$ cat src/rtl/trng_pkg.sv
// Shared types and defaults for the ring-oscillator TRNG blocks.
// Holds the controller state encoding, the default parameter values and
// a helper that sizes counters from their terminal count.
package trng_pkg;

  typedef enum logic [2:0] {
    IDLE   = 3'd0,
    WARMUP = 3'd1,
    SAMPLE = 3'd2,
    HOLD   = 3'd3,
    FAULT  = 3'd4
  } trng_ctrl_state_e;

  localparam int DEF_NUM_RO        = 4;
  localparam int DEF_WORD_WIDTH    = 32;
  localparam int DEF_WARMUP_CYCLES = 64;
  localparam int DEF_SAMPLE_DIV    = 8;
  localparam int DEF_REP_LIMIT     = 32;

  // Width of a counter that runs 0..n-1; never narrower than one bit.
  function automatic int cnt_w(input int n);
    return (n > 1) ? $clog2(n) : 1;
  endfunction

endpackage

$ cat src/rtl/trng_sync.sv
// N-bit two-flop synchronizer for signals asynchronous to i_clk.
// Ports: i_clk, i_rst (async, active-high), i_d (async input vector),
//        o_q (synchronized vector, two i_clk cycles behind i_d).
module trng_sync #(
  parameter int WIDTH = 1
) (
  input  logic             i_clk,
  input  logic             i_rst,
  input  logic [WIDTH-1:0] i_d,
  output logic [WIDTH-1:0] o_q
);

  logic [WIDTH-1:0] r_meta;
  logic [WIDTH-1:0] r_sync;

  always_ff @(posedge i_clk or posedge i_rst) begin
    if (i_rst) begin
      r_meta <= '0;
      r_sync <= '0;
    end else begin
      r_meta <= i_d;
      r_sync <= r_meta;
    end
  end

  assign o_q = r_sync;

endmodule

$ cat src/rtl/trng_ro_ctrl.sv
// Ring-oscillator TRNG controller: releases the rings, waits out a warm-up,
// samples the XOR-folded ring bank at a divided rate, packs bits MSB-first
// into words and offers them over valid/ready with a one-word buffer.
// A repetition-count health test halts the rings and latches fault_o.
// Ports: clk_i/rst_i (async active-high), en_i, ro_bits_i (async rings),
//        ro_halt_o, data_o/valid_o/ready_i, busy_o, fault_o, clear_fault_i.
module trng_ro_ctrl
  import trng_pkg::*;
#(
  parameter int NUM_RO        = DEF_NUM_RO,
  parameter int WORD_WIDTH    = DEF_WORD_WIDTH,
  parameter int WARMUP_CYCLES = DEF_WARMUP_CYCLES,
  parameter int SAMPLE_DIV    = DEF_SAMPLE_DIV,
  parameter int REP_LIMIT     = DEF_REP_LIMIT
) (
  input  logic                  clk_i,
  input  logic                  rst_i,
  input  logic                  en_i,
  input  logic [NUM_RO-1:0]     ro_bits_i,
  output logic                  ro_halt_o,
  output logic [WORD_WIDTH-1:0] data_o,
  output logic                  valid_o,
  input  logic                  ready_i,
  output logic                  busy_o,
  output logic                  fault_o,
  input  logic                  clear_fault_i
);

  localparam int WARM_W = cnt_w(WARMUP_CYCLES);
  localparam int DIV_W  = cnt_w(SAMPLE_DIV);
  localparam int BIT_W  = cnt_w(WORD_WIDTH);
  localparam int REP_W  = cnt_w(REP_LIMIT);

  localparam logic [WARM_W-1:0] WARM_LAST = WARM_W'(WARMUP_CYCLES - 1);
  localparam logic [DIV_W-1:0]  DIV_LAST  = DIV_W'(SAMPLE_DIV - 1);
  localparam logic [BIT_W-1:0]  BIT_LAST  = BIT_W'(WORD_WIDTH - 1);
  localparam logic [REP_W-1:0]  REP_LAST  = REP_W'(REP_LIMIT - 1);

  trng_ctrl_state_e r_state;
  trng_ctrl_state_e w_state_nxt;

  logic [WARM_W-1:0]     r_warm_cnt;
  logic [DIV_W-1:0]      r_div_cnt;
  logic [BIT_W-1:0]      r_bit_cnt;
  logic [REP_W-1:0]      r_rep_cnt;
  logic                  r_prev_bit;
  logic [WORD_WIDTH-1:0] r_shift;
  logic [WORD_WIDTH-1:0] r_data;
  logic                  r_valid;

  logic [NUM_RO-1:0]     w_sync;
  logic                  w_raw_bit;
  logic                  w_tick;
  logic                  w_word_done;
  logic                  w_rep_hit;
  logic                  w_buf_free;
  logic                  w_xfer;
  logic [WORD_WIDTH-1:0] w_word;

  // FSM strobes towards the datapath
  logic w_enter_warm;
  logic w_enter_sample;
  logic w_enter_fault;
  logic w_load_word;   // load the word completing on this tick
  logic w_load_shift;  // load the word parked in r_shift during HOLD

  trng_sync #(
    .WIDTH (NUM_RO)
  ) u_sync (
    .i_clk (clk_i),
    .i_rst (rst_i),
    .i_d   (ro_bits_i),
    .o_q   (w_sync)
  );

  assign w_raw_bit   = ^w_sync;
  assign w_tick      = (r_state == SAMPLE) && (r_div_cnt == DIV_LAST);
  assign w_word_done = w_tick && (r_bit_cnt == BIT_LAST);
  // r_rep_cnt == 0 marks the first tick of a SAMPLE run (no history yet);
  // REP_LAST >= 1 so that case can never register as a hit.
  assign w_rep_hit   = w_tick && (w_raw_bit == r_prev_bit) && (r_rep_cnt == REP_LAST);
  assign w_xfer      = r_valid && ready_i;
  assign w_buf_free  = !r_valid || ready_i;
  assign w_word      = {r_shift[WORD_WIDTH-2:0], w_raw_bit};

  assign data_o  = r_data;
  assign valid_o = r_valid;

  always_ff @(posedge clk_i or posedge rst_i) begin
    if (rst_i) begin
      r_state <= IDLE;
    end else begin
      r_state <= w_state_nxt;
    end
  end

  always_comb begin
    w_state_nxt    = r_state;
    w_enter_warm   = 1'b0;
    w_enter_sample = 1'b0;
    w_enter_fault  = 1'b0;
    w_load_word    = 1'b0;
    w_load_shift   = 1'b0;
    ro_halt_o      = 1'b1;
    busy_o         = 1'b0;
    fault_o        = 1'b0;

    case (r_state)
      IDLE: begin
        if (en_i) begin
          w_state_nxt  = WARMUP;
          w_enter_warm = 1'b1;
        end
      end

      WARMUP: begin
        ro_halt_o = 1'b0;
        busy_o    = 1'b1;
        if (!en_i) begin
          w_state_nxt = IDLE;
        end else if (r_warm_cnt == WARM_LAST) begin
          w_state_nxt    = SAMPLE;
          w_enter_sample = 1'b1;
        end
      end

      SAMPLE: begin
        ro_halt_o = 1'b0;
        busy_o    = 1'b1;
        // Health failure outranks both disable and word completion.
        if (w_rep_hit) begin
          w_state_nxt   = FAULT;
          w_enter_fault = 1'b1;
        end else if (!en_i) begin
          w_state_nxt = IDLE;
        end else if (w_word_done) begin
          if (w_buf_free) begin
            w_load_word = 1'b1;
          end else begin
            w_state_nxt = HOLD;
          end
        end
      end

      HOLD: begin
        // Rings stay released so they need no new warm-up on resume.
        ro_halt_o = 1'b0;
        busy_o    = 1'b1;
        if (!en_i) begin
          w_state_nxt = IDLE;
        end else if (w_buf_free) begin
          w_state_nxt    = SAMPLE;
          w_load_shift   = 1'b1;
          w_enter_sample = 1'b1;
        end
      end

      FAULT: begin
        fault_o = 1'b1;
        if (clear_fault_i) begin
          w_state_nxt = IDLE;
        end
      end

      default: begin
        w_state_nxt = IDLE;
      end
    endcase
  end

  always_ff @(posedge clk_i or posedge rst_i) begin
    if (rst_i) begin
      r_warm_cnt <= '0;
      r_div_cnt  <= '0;
      r_bit_cnt  <= '0;
      r_rep_cnt  <= '0;
      r_prev_bit <= 1'b0;
      r_shift    <= '0;
      r_data     <= '0;
      r_valid    <= 1'b0;
    end else begin
      // Warm-up counter saturates at its terminal value.
      if (w_enter_warm) begin
        r_warm_cnt <= '0;
      end else if ((r_state == WARMUP) && (r_warm_cnt != WARM_LAST)) begin
        r_warm_cnt <= r_warm_cnt + WARM_W'(1);
      end

      // Divider only runs in SAMPLE, so it is frozen through HOLD.
      if (w_enter_sample) begin
        r_div_cnt <= '0;
      end else if (r_state == SAMPLE) begin
        r_div_cnt <= w_tick ? '0 : r_div_cnt + DIV_W'(1);
      end

      // The completed word lives in r_shift from here on, so the bit
      // count restarts even when the word has to wait in HOLD.
      if (w_enter_sample) begin
        r_bit_cnt <= '0;
      end else if (w_tick) begin
        r_bit_cnt <= w_word_done ? '0 : r_bit_cnt + BIT_W'(1);
      end

      if (w_tick) begin
        r_shift    <= w_word;
        r_prev_bit <= w_raw_bit;
      end

      // Every entry into SAMPLE drops the repetition history: the
      // sampled stream has a gap, so the previous bit is not adjacent.
      if (w_enter_sample) begin
        r_rep_cnt <= '0;
      end else if (w_tick) begin
        if ((r_rep_cnt == '0) || (w_raw_bit != r_prev_bit)) begin
          r_rep_cnt <= REP_W'(1);
        end else if (r_rep_cnt != REP_LAST) begin
          r_rep_cnt <= r_rep_cnt + REP_W'(1);
        end
      end

      // Output buffer: a load overrides the transfer clear, so a
      // transfer and a load in one cycle leave valid set (no bubble).
      if (w_enter_fault) begin
        r_valid <= 1'b0;
        r_data  <= '0;
      end else if (w_load_word) begin
        r_valid <= 1'b1;
        r_data  <= w_word;
      end else if (w_load_shift) begin
        r_valid <= 1'b1;
        r_data  <= r_shift;
      end else if (w_xfer) begin
        r_valid <= 1'b0;
      end
    end
  end

endmodule

$ cat config.mk
export PLATFORM = sky130hd
export DESIGN_NAME = trng_ro_ctrl
export DESIGN_NICKNAME = d
export VERILOG_FILES = /design/src/rtl/trng_pkg.sv /design/src/rtl/trng_sync.sv /design/src/rtl/trng_ro_ctrl.sv
export SDC_FILE = /design/constraint.sdc
export NUM_CORES = 1
export LEC_CHECK = 0
export ABC_AREA = 1
export BUFFER_PORTS_ARGS = -buffer_cell sky130_fd_sc_hd__buf_2
export CAP_MARGIN = 20
export CORE_MARGIN = 1
export CORE_UTILIZATION = 40
export CTS_CLUSTER_SIZE = 40
export DETAILED_ROUTE_END_ITERATION = 16
export PLACE_DENSITY = 0.66
export SYNTH_ARGS = -nofsm -noshare
export SYNTH_HDL_FRONTEND = slang
export SYNTH_HIERARCHICAL = 1
export SYNTH_SLANG_ARGS = --single-unit
$ cat constraint.sdc
create_clock -name clk_i -period 2.89 [get_ports clk_i]
set_clock_uncertainty 0.2 [all_clocks]
set_input_delay 0.289 -clock clk_i [delete_from_list [all_inputs] [get_ports clk_i]]
set_output_delay 0.289 -clock clk_i [all_outputs]
set_load 0.03 [all_outputs]
; ---- Word-level counts from Yosys, hierarchy flattened
; Cells that the tools add are included.
; W data, S select, Z words.
[word_totals]
reg_bits = 96
in_bits = 9
[classes]
addsub = 4
eq_ne = 18
muxes = 47
n_reduce_logical = 21
[op_table]
columns = op, count
row1 = $mux W32, 3
row2 = $mux W3, 13
row3 = $mux W5, 7
row4 = $mux W1, 20
row5 = $pmux W3 S5, 1
row6 = $mux W6, 2
row7 = $add A5 B1 Y5 const B, 2
row8 = $eq A5 B5 Y1 const B, 2
row9 = $ne A4 B4 Y1 const B, 2
row10 = $add A6 B1 Y6 const B, 1
row11 = $eq A3 B2 Y1 const B, 2
row12 = $eq A3 B3 Y1 const B, 2
row13 = $eq A6 B6 Y1 const B, 1
row14 = $logic_and A1 B1 Y1, 6
row15 = $ne A3 B3 Y1 const B, 2
row16 = $ne A6 B6 Y1 const B, 1
row17 = $reduce_and A6 Y1, 1
row18 = $reduce_bool A2 Y1, 3
row19 = $reduce_bool A3 Y1, 2
row20 = $logic_not A5 Y1, 1
row21 = $ne A5 B5 Y1 const B, 1
row22 = $ne A2 B2 Y1 const B, 2
row23 = $reduce_bool A4 Y1, 1
row24 = $reduce_xor A4 Y1, 1
row25 = 10 further kinds, 11

; ---- Longest topological paths before layout
[depth]
ltp_word = 9
ltp_mapped = 14

; ---- Cells and area by module
; The synthesis kept the hierarchy.
[modules_own_cells]
columns = module, instances, cells_per_inst, area_per_inst_um2, seq_area_each_um2
row1 = trng_ro_ctrl, 1, 531, 4241.6, 2177.1
row2 = trng_sync, 1, 9, 203.9, 200.2

; ---- Least setup slack after synthesis
; OpenSTA, ideal clock, no wires.
[synth_timing]
path_type = register to register
startpoint = register r_div_cnt[0]
endpoint = register r_data[13], in the netlist data_o[13]
setup_time_ps = 124
arrival_ps = 1752
required_time_ps = 2566
path_slack_ps = 814
stages_incl_launch_ff = 12
n_path_buf = 2
period_less_slack_ps = 2076
cell_sequence = dfrtp_1 > ha_1 > ha_1 > inv_1 > nor2_8 > nand2_2 > nor3_2 > nand2_2 > buf_6 > buf_2 > o211ai_1 > nand2_1
[synth_between]
elab_chain_cells = 9
[synth_lines]
columns = item, line_no
row1 = from (decl), trng_ro_ctrl.sv:43  ; logic [DIV_W-1:0] r_div_cnt;
row2 = from (signal assigned), trng_ro_ctrl.sv:193  ; r_div_cnt <= w_tick ? '0 : r_div_cnt + DIV_W'(1);
row3 = $eq A3 B3 Y1 *, trng_ro_ctrl.sv:77  ; assign w_tick = (r_state == SAMPLE) && (r_div_cnt == DIV_LAST);
row4 = $logic_and A1 B1 Y1 *, trng_ro_ctrl.sv:77
row5 = $logic_and A1 B1 Y1, trng_ro_ctrl.sv:78  ; assign w_word_done = w_tick && (r_bit_cnt == BIT_LAST);
row6 = $mux W1, trng_ro_ctrl.sv:136  ; end else if (w_word_done) begin
row7 = $mux W1, trng_ro_ctrl.sv:134  ; end else if (!en_i) begin
row8 = $mux W1, trng_ro_ctrl.sv:131  ; if (w_rep_hit) begin
row9 = $mux W1, trng_ro_ctrl.sv:108  ; case (r_state)
row10 = $mux W32, trng_ro_ctrl.sv:226  ; end else if (w_load_word) begin
row11 = $mux W32, trng_ro_ctrl.sv:223  ; if (w_enter_fault) begin
row12 = to (signal assigned), trng_ro_ctrl.sv:228  ; r_data <= w_word;
row13 = to (signal assigned), trng_ro_ctrl.sv:231  ; r_data <= r_shift;
row14 = to (decl), trng_ro_ctrl.sv:48  ; logic [WORD_WIDTH-1:0] r_data;
; Mark *: on every way between the ends. The rest lies on a longest branch, timed or not.
; A chain may end at the register's enable or synchronous reset.

; ---- Worst setup path after layout
[layout_timing]
startpoint = register r_rep_cnt[0]
endpoint = register r_data[5], in the netlist data_o[5]
[layout_between]
elab_chain_cells = 6
[layout_lines]
columns = item, line_no
row1 = from (decl), trng_ro_ctrl.sv:45  ; logic [REP_W-1:0] r_rep_cnt;
row2 = from (signal assigned), trng_ro_ctrl.sv:217  ; r_rep_cnt <= r_rep_cnt + REP_W'(1);
row3 = $eq A5 B5 Y1 *, trng_ro_ctrl.sv:81  ; assign w_rep_hit = w_tick && (w_raw_bit == r_prev_bit) && (r_rep_cnt == REP_LAST);
row4 = $logic_and A1 B1 Y1 *, trng_ro_ctrl.sv:81
row5 = $mux W1, trng_ro_ctrl.sv:131
row6 = $mux W1, trng_ro_ctrl.sv:108
row7 = $mux W32, trng_ro_ctrl.sv:226
row8 = $mux W32, trng_ro_ctrl.sv:223
; Marked as above.

==> run_results.csv <==
group,metric,value,unit
outcome,outcome,"finished, final reports clean",
setup_path,arrival,2.68,ns
setup_path,cp_max_fo,23,
setup_path,crit_top_cell,"nand2_1",
run,cap_violations,0,
logic_synthesis,synth_edf_count,0,
grt,antenna_found_initial,0,
sta,tns,0,ns
sta,period_needed,2.563,ns
sta,slew_headroom,0.6213,
logic_synthesis,synth_area_leaders,"dfrtp_1, nand2_1, inv_1",
placement,pre_cts_ws,0.3008,ns
setup_path,cp_data_required_time,3.00,ns
sta,setup_slack,0.3274,ns
clock_tree,hold_buffers,5,
power_and_ir_drop,powerDensity,584.9,mW/mm²
grt,grt_pass1_wl,15280,µm
layout,syn_to_final_growth,13.43,%
layout,nets,607,
power_and_ir_drop,leakage,2.719,nW
clock_tree,numCtsBuffers,9,
layout,multi_input_comb_area,0.001725,mm²
route,met3RoutedLength,234,µm
setup_path,crit_family,"simple AND/OR/NAND/NOR gates",
clock_tree,cts_tree,"done",
layout,post-route-util,0.4651,
setup_path,worstSetupStartpointType,"register",
route,drc_errors,0,
route,met2RoutedLength,4321,µm
logic_synthesis,synthArstFlopShare,1.000,
sta,final.period_utilization,0.8867,
placement,gp_congestion,0.8819,
clock_tree,cts_buffer_depth,2,
sta,max_freq,390.2,MHz
logic_synthesis,synth_commonest_cells,"nand2_1, dfrtp_1, inv_1",
clock_tree,clock-root-buffer,"clkbuf_8",
sta,whs,0.08096,ns
logic_synthesis,synth_nets,557,
route,dr.pass1.iters,4,
placement,dp_cells,714,
layout,diodes,0,
setup_path,cpMaxStageDelayCell,"dfrtp_1",
route,wl_per_cell,12.09,µm
logic_synthesis,syn_area,0.004446,mm²
clock_tree,worstSkewPairLatency,0.38,ns
route,antenna_left,0,
sta,drv_slew,0,
logic_synthesis,yosysMostFrequentCell,"nand2_1",
floorplanning,dieArea,0.01154,mm²
clock_tree,cts_sinks,95,
setup_path,critPathKind,"reg2reg",
sta,finalSetupViolCount,0,
floorplanning,boundaryPins,45,
logic_synthesis,synth_top_area_share,0.5348,
floorplanning,initial_core_util,0.4101,
route,vias,3507,
route,drt_iter0_drc,197,
clock_tree,cts_max_level,3,
logic_synthesis,ys_ff_latch,95,
setup_path,timing.rr.start,"r_rep_cnt[0]",
power_and_ir_drop,irDropWorstVdd,0.1998,mV
floorplanning,dieWidth,107.4,µm
logic_synthesis,synth_cell_types,34,
logic_synthesis,ys_warn_count,6,
layout,seqCellArea,0.002377,mm²
floorplanning,dieHeight,107.4,µm
setup_path,slowest_delay,0.42,ns
setup_path,rr_worst_depth,13,
clock_tree,post_cts_resized,0,
placement,portBuffers,44,
logic_synthesis,synth-seq-area-share,0.5348,
setup_path,crit_chain,"ha_1, nand2_1, nor2_1, ha_1, inv_1, nor2_4, nand3_4, nand2_2, nand2_2, nor2_4, buf_12, nand2_1, nand2_1",
sta,hold_viol_final,0,
min_path,min_to,"valid_o",
route,via_per_inst,4.771,
grt,grt-ovfl-total,0,
grt,grt_max_degree,63,
logic_synthesis,yosys.area.top_type,"dfrtp_1",
layout,layout.cells.non_filler,735,
layout,drive_above_1_share,0.1429,
route,routed.top_layer,"met4",
setup_path,endpoint_kind,"register",
grt,first_global_vias,3410,
placement,hpwlAfterDp,6202,µm
floorplanning,core,0.01084,mm²
route,routed_wirelength,8883,µm
logic_synthesis,syn_area_per_cell,8.232,µm²
logic_synthesis,synthCells,540,
floorplanning,num_rows,38,
layout,fillCellCount,1103,
sta,rsz0062_at_grt,"false",
min_path,holdCritStartpoint,"ready_i",
min_path,worstHoldPathType,"in2reg",
setup_path,cp.buffers_inverters,2,
logic_synthesis,synth_flop_cell,"dfrtp_1",
setup_path,timing.rr.end,"data_o[5]",
route,m1WireLength,4161,µm
clock_tree,postCtsSetupRepairBufs,0,
clock_tree,cts.clk_slew.worst_paths,0.09,ns
grt,track_usage,0.1705,
setup_path,reg2reg_slack,0.33,ns
sta,worstMarginPinSlew,0.5674,ns
min_path,holdPathStages,4,
## how the worst max path moves through the flow
stage,cells after the start,startpoint,slack [ns],to
floorplan,1,rst_i,0.15,data_o[0]
global placement,13,r_rep_cnt[0],0.42,data_o[30]
detailed placement,13,r_rep_cnt[0],0.30,data_o[21]
CTS,13,r_rep_cnt[0],0.28,data_o[5]
global route,13,r_rep_cnt[0],0.08,data_o[10]
finish,13,r_rep_cnt[0],0.33,data_o[5]
## cells in the final DEF (no fill, tap or decap), types with 2 or more instances in the layout
cell and n:
dlygate4sd3_1 5, clkbuf_1 2, a21oi_1 10, nand4_1 5, nand2_2 3, nand3_4 2, ha_1 8, clkinv_2 4
nor2_1 16, nand2_1 213, inv_2 3, o21ai_0 35, nor2_4 2, buf_12 2, clkbuf_8 9, clkinv_4 2
nand3_1 19, buf_2 44, xor2_1 3, buf_4 7, inv_1 57, dfrtp_1 95, o211ai_1 9, o21ai_1 23
nor3_1 5
## power by group
group          leakage, nW  switching, mW  total (mW)  internal (mW)
logic                 1.34          0.434       0.640          0.206
registers             1.30         0.0875        1.52           1.43
clock network       0.0833          0.479       0.793          0.314
total                 2.72           1.00        2.95           1.95
## cells by family after synthesis
family | after synthesis | share of synthesized area
AOI/OAI and AO/OA | 82 | 0.1013
xor gates and xnor gates | 3 | 0.005912
adders and majority gates | 8 | 0.02252
buffers and inverters | 81 | 0.07712
DFF | 95 | 0.5348
and+or+nand+nor | 271 | 0.2584
## worst reg2reg max path, stage by stage (launching register included)
cell and delay (ns):
dfrtp_1 0.42, ha_1 0.20, nand2_1 0.06, nor2_1 0.10, ha_1 0.14, inv_1 0.10
nor2_4 0.14, nand3_4 0.12, nand2_2 0.28, nand2_2 0.14, nor2_4 0.27, buf_12 0.21
nand2_1 0.07, nand2_1 0.07
## routing by layer
metal	track usage	vias up
li1	-	1799
met2	0.2788	48
met4	0.06654	0
met3	0.04661	12
met5	0	-
met1	0.2141	1648
## sequential cells by signal, indices dropped and copies added (netlist names)
name / count
data_o: 32
r_bit_cnt: 5
r_div_cnt: 3
r_rep_cnt: 5
r_shift: 32
r_state: 3
r_warm_cnt: 6
u_sync/o_q: 4
u_sync/r_meta: 4
valid_o: 1
## layout make-up
cell class | instances | share of cell area
Sequential cell | 95 | 0.4715
Timing Repair Buffer | 58 | 0.07196
Multi-Input combinational cell | 364 | 0.3422
Inverter | 62 | 0.04665
Tap cell | 140 | 0.03474
Clock inverter | 5 | 0.006948
Clock buffer | 11 | 0.02605
## metrics by stage
| step | instance area, µm² | power, mW |
|---|---|---|
| 2_1_floorplan | 4446 | 2.010 |
| 3_5_place_dp | 4826 | 2.181 |
| 4_1_cts | 5042 | 2.990 |
| 5_1_grt | 5042 | 3.147 |
| 3_3_place_gp | 4806 | 2.148 |
| 6_report | 5042 | 2.949 |
No activity file was read; power rests on OpenSTA's default activity.
